$ cat config.mk
export PLATFORM = sky130hd
export DESIGN_NAME = irq_decoder2x4
export DESIGN_NICKNAME = d
export VERILOG_FILES = /design/src/rtl/irq_dec_pkg.sv /design/src/rtl/irq_prio_pick.sv /design/src/rtl/irq_decoder2x4.sv
export SDC_FILE = /design/constraint.sdc
export NUM_CORES = 1
export LEC_CHECK = 0
export ABC_CLOCK_PERIOD_IN_PS = 3500
export CORE_AREA = 5 5 42 44
export CTS_BUF_LIST = sky130_fd_sc_hd__clkbuf_2 sky130_fd_sc_hd__clkbuf_4 sky130_fd_sc_hd__clkbuf_8
export DETAILED_ROUTE_END_ITERATION = 6
export DIE_AREA = 0 0 47 49
export GPL_TIMING_DRIVEN = 0
export PLACE_DENSITY = 0.67
export SETUP_SLACK_MARGIN = 0.02
export SLEW_MARGIN = 20
export SYNTH_ARGS = -nofsm -noshare
export SYNTH_HDL_FRONTEND = slang
export SYNTH_SLANG_ARGS = --single-unit
$ cat constraint.sdc
create_clock -name clk -period 3.5 [get_ports clk]
set_input_delay 1.05 -clock clk [delete_from_list [all_inputs] [get_ports clk]]
set_output_delay 1.05 -clock clk [all_outputs]
set_load 0.01 [all_outputs]
$ cat src/rtl/irq_dec_pkg.sv
// Shared widths and FSM encoding for the interrupt decoder/controller.
package irq_dec_pkg;
    localparam int CODE_W_DEF = 2;
    localparam int LINES_DEF  = 2 ** CODE_W_DEF;
    localparam int OVF_W      = 4;

    typedef enum logic [1:0] {
        IDLE = 2'd0,
        PEND = 2'd1,
        SERV = 2'd2
    } irq_state_t;
endpackage

$ cat src/rtl/irq_prio_pick.sv
// Combinational highest-index picker: returns the top set bit of req and an any flag.
module irq_prio_pick #(
    parameter int CODE_W = 2,
    parameter int LINES  = 2 ** CODE_W
) (
    input  logic [LINES-1:0]  req,
    output logic [CODE_W-1:0] idx,
    output logic              any
);
    always_comb begin
        idx = '0;
        any = |req;
        // Ascending scan so the highest set line is the last writer.
        for (int i = 0; i < LINES; i++) begin
            if (req[i]) idx = i[CODE_W-1:0];
        end
    end
endmodule

$ cat src/rtl/irq_decoder2x4.sv
// Interrupt decoder: sticky pending, per-line mask, claim/EOI handshake to the core.
// Define IRQ_DEC_OVF_EN to add per-line saturating coalesce counters on ovf_cnt.
module irq_decoder2x4
    import irq_dec_pkg::*;
#(
    parameter int CODE_W = CODE_W_DEF,
    parameter int LINES  = 2 ** CODE_W
) (
    input  logic              clk,
    input  logic              rst_n,
    input  logic [CODE_W-1:0] code_in,
    input  logic              valid_in,
    input  logic [LINES-1:0]  mask,
    input  logic              claim,
    input  logic              eoi,
    output logic [LINES-1:0]  pend,
    output logic              irq,
    output logic              in_service,
    output logic [CODE_W-1:0] active_vec
`ifdef IRQ_DEC_OVF_EN
    ,
    output logic [OVF_W*LINES-1:0] ovf_cnt
`endif
);
    irq_state_t        state_q, state_d;
    logic [LINES-1:0]  pend_q, pend_d;
    logic [CODE_W-1:0] active_q, active_d;
    logic [LINES-1:0]  set_vec;
    logic [LINES-1:0]  clr_vec;
    logic [CODE_W-1:0] pick_idx;
    logic              pick_any;
    logic              grant;

    irq_prio_pick #(
        .CODE_W (CODE_W),
        .LINES  (LINES)
    ) u_pick (
        .req (pend_q & ~mask),
        .idx (pick_idx),
        .any (pick_any)
    );

    assign grant = (state_q == PEND) && claim && pick_any;

    always_comb begin
        set_vec  = '0;
        clr_vec  = '0;
        state_d  = state_q;
        active_d = active_q;
        if (valid_in) set_vec[code_in] = 1'b1;
        if (grant)    clr_vec[pick_idx] = 1'b1;
        // Set is applied after clear so a same-cycle request survives its own claim.
        pend_d = (pend_q & ~clr_vec) | set_vec;

        case (state_q)
            IDLE: if (|pend_d) state_d = PEND;
            PEND: begin
                if (grant) begin
                    state_d  = SERV;
                    active_d = pick_idx;
                end
            end
            SERV: begin
                if (eoi) state_d = (|pend_d) ? PEND : IDLE;
            end
            default: state_d = IDLE;
        endcase
    end

    always_ff @(posedge clk or negedge rst_n) begin
        if (!rst_n) begin
            state_q  <= IDLE;
            pend_q   <= '0;
            active_q <= '0;
        end else begin
            state_q  <= state_d;
            pend_q   <= pend_d;
            active_q <= active_d;
        end
    end

    assign pend       = pend_q;
    assign in_service = (state_q == SERV);
    assign active_vec = active_q;
    assign irq        = (state_q != SERV) && (|(pend_q & ~mask));

`ifdef IRQ_DEC_OVF_EN
    logic [OVF_W-1:0] ovf_q [LINES];

    for (genvar n = 0; n < LINES; n++) begin : g_ovf
        logic hit;
        assign hit = valid_in && (code_in == CODE_W'(n)) &&
                     (pend_q[n] || ((state_q == SERV) && (active_q == CODE_W'(n))));

        always_ff @(posedge clk or negedge rst_n) begin
            if (!rst_n) begin
                ovf_q[n] <= '0;
            end else if (clr_vec[n]) begin
                ovf_q[n] <= '0;
            end else if (hit && (ovf_q[n] != {OVF_W{1'b1}})) begin
                ovf_q[n] <= ovf_q[n] + 1'b1;
            end
        end

        assign ovf_cnt[n*OVF_W +: OVF_W] = ovf_q[n];
    end
`endif
endmodule

==> results.cfg <==
[critical_path]
path_class = in2out
cp_data_required_time_ns = 2.45
critical_path.cell_chain = clkdlybuf4s50_1 -> and2b_4 -> o31a_1 -> dlygate4sd2_1
startpoint_type = input pin
cpPeakStageDelay_ns = 0.50
slowest_stage = clkdlybuf4s50_1
end_kind = output pin
critPathMaxFanout = 4
cp.arrival_ns = 2.32

[clocking]
cts-root-buf = clkbuf_4
clock-sinks = 8
cts_tree = built
numCtsBuffers = 3
clk_pin_slew_ns = 0.06
ctsHoldBuffers = 0
cts.path.max_buffers = 2
htreeDepth = 1
clock_latency_ns = 0.26

[timing]
fmax_mhz = 297
final_hold_viol_count = 0
clock_skew_ns = 0.00510
worst_pin_slew_ns = 0.377
final.min_clock_period_ns = 3.37
setup_viol = 0
rsz0062_at_grt = no
relSlewSlack = 0.748
drv_slew = 0
fin_hold_ws_ns = 0.498
setup_slack_ns = 0.132
period_share = 0.962

[power]
p_int_mw = 0.346
power.density_nw_per_um2 = 778
seqPwrFrac = 0.330
power_switching_mw = 0.195
p_leak_nw = 0.300
vdd_ir_drop_max_v = 0.000314
clock_power_share = 0.133
pwr-share-comb = 0.538
swShare = 0.361

[logic_synthesis]
synth-edff-count = 0
post_synth.cell_area_avg_sq_um = 10.8
yosys_warnings = 0
synth_area_sq_um = 464
synthArstFlopShare = 1.00
yosys_most_used_dff = dfrtp_1
ys_types = 23
synthCells = 43
syn_nets = 54
synth-seq-cells = 8
yosysSeqAreaShare = 0.431

[min_path]
min_path_type = reg2reg

[final_layout]
utilization = 0.496
nets = 78
final_cell_mix = clkdlybuf4s50_1 (15), dfrtp_1 (8), o21ai_1 (6)
stdcell_area_sq_um = 696
antenna_cells = 0
synthToLayoutAreaGrowth_pct = 49.9
fill_cells = 141
finalNonFillerCells = 81
drive_above_1_share = 0.154
final_common_cell = clkdlybuf4s50_1

[place]
place_area_sq_um = 664
io_buffers = 18
dpl.hpwl_um = 874
place_worst_setup_slack_ns = -0.276
gp_congestion = 0.752
place_inst = 77

[status]
status = completed

[global_routing]
grt_max_degree = 9
grt_pass1_vias = 418
grt_pass1_wl_um = 1880
gr-total-overflow = 0
antenna_found_initial = 0
grt.total_usage = 0.113

[die]
pin_count = 19
die-height_um = 49
die_w_um = 47
rows = 14
die_area_sq_um = 2300
initial_core_util = 0.331
core_sq_um = 1400

[route]
vias_per_cell = 5.10
dr.pass1.iters = 4
drt_iter0_markers = 3
via_count = 413
wirelength_um = 1140
drc = 0
detail-route-antenna-nets = 0
wl_per_cell_um = 14.0

[run]
drv_cap = 0
power groups by stage:
stage | Combinational [mW] | Sequential, mW | Clock [mW]
2_1_floorplan | 0.149 | 0.188 | 0
3_3_place_gp | 0.287 | 0.178 | 0
3_5_place_dp | 0.289 | 0.179 | 0
4_1_cts | 0.295 | 0.178 | 0.0746
5_1_grt | 0.316 | 0.186 | 0.0797
6_report | 0.291 | 0.178 | 0.0717
worst paths after layout:
path	slack, ns	end	startpoint	cells after the start
max	0.13	irq	mask[1]	4
min	0.50	active_vec[0]	active_vec[0]	2
min reg2reg	0.50	active_vec[0]	active_vec[0]	2
min in group asynchronous	1.08	active_vec[1]	rst_n	1
max reg2reg	2.00	state_q[0]	state_q[1]	4
max in group asynchronous	2.15	state_q[0]	rst_n	1
state kept, by name, indices dropped and copies added (netlist names):
signal,cells
state_q,2
pend,4
active_vec,2
cell usage after synthesis, types with 2 or more instances:
cell type  number  share of area
o21ai_0         2          0.022
nand2_1         2          0.016
dfrtp_1         8           0.43
inv_1           3          0.024
nor2b_1         2          0.027
nand3b_1        2          0.032
nand2b_1        3          0.040
o21ai_1         6          0.065
cells by family after synthesis:
group | share of synthesized area
flops | 0.431
buf+inv | 0.0243
compound gates | 0.286
simple gates | 0.226
mux | 0.0323
critical path: cells and delay by family:
kind / cells / cell delay, ns
AOI/OAI and AO/OA: 1 / 0.27
buffers and inverters: 2 / 0.78
and+or+nand+nor: 1 / 0.22
per-layer routing:
layer  GRT usage  vias to the layer above  wire [um]
met3      0.0517                        2        106
met4      0.0415                        0         14
met5           0                        -          0
met1       0.159                      187        514
li1            -                      207          -
met2       0.149                       17        499
per-stage QoR:
step                setup TNS, ns  total power, mW
CTS                             0            0.548
finish                          0            0.541
floorplan                       0            0.337
global route                    0            0.582
global placement           -0.288            0.465
detailed placement         -0.276            0.468
cell type report:
cell class | count | area (sq um) | share of cell area
multi-input combinational | 32 | 258 | 0.371
timing repair buffer | 19 | 184 | 0.264
tap | 16 | 20.0 | 0.0288
sequential | 8 | 200 | 0.288
inverter | 3 | 11.3 | 0.0162
clock buffer | 3 | 22.5 | 0.0324
what timing repair did:
action / in CTS / in global routing
gates resized for setup: 4 / 0
setup buffers: 1 / 0
setup endpoints to repair: 1 / 0
Note: power is estimated with default switching activity, not from simulation.
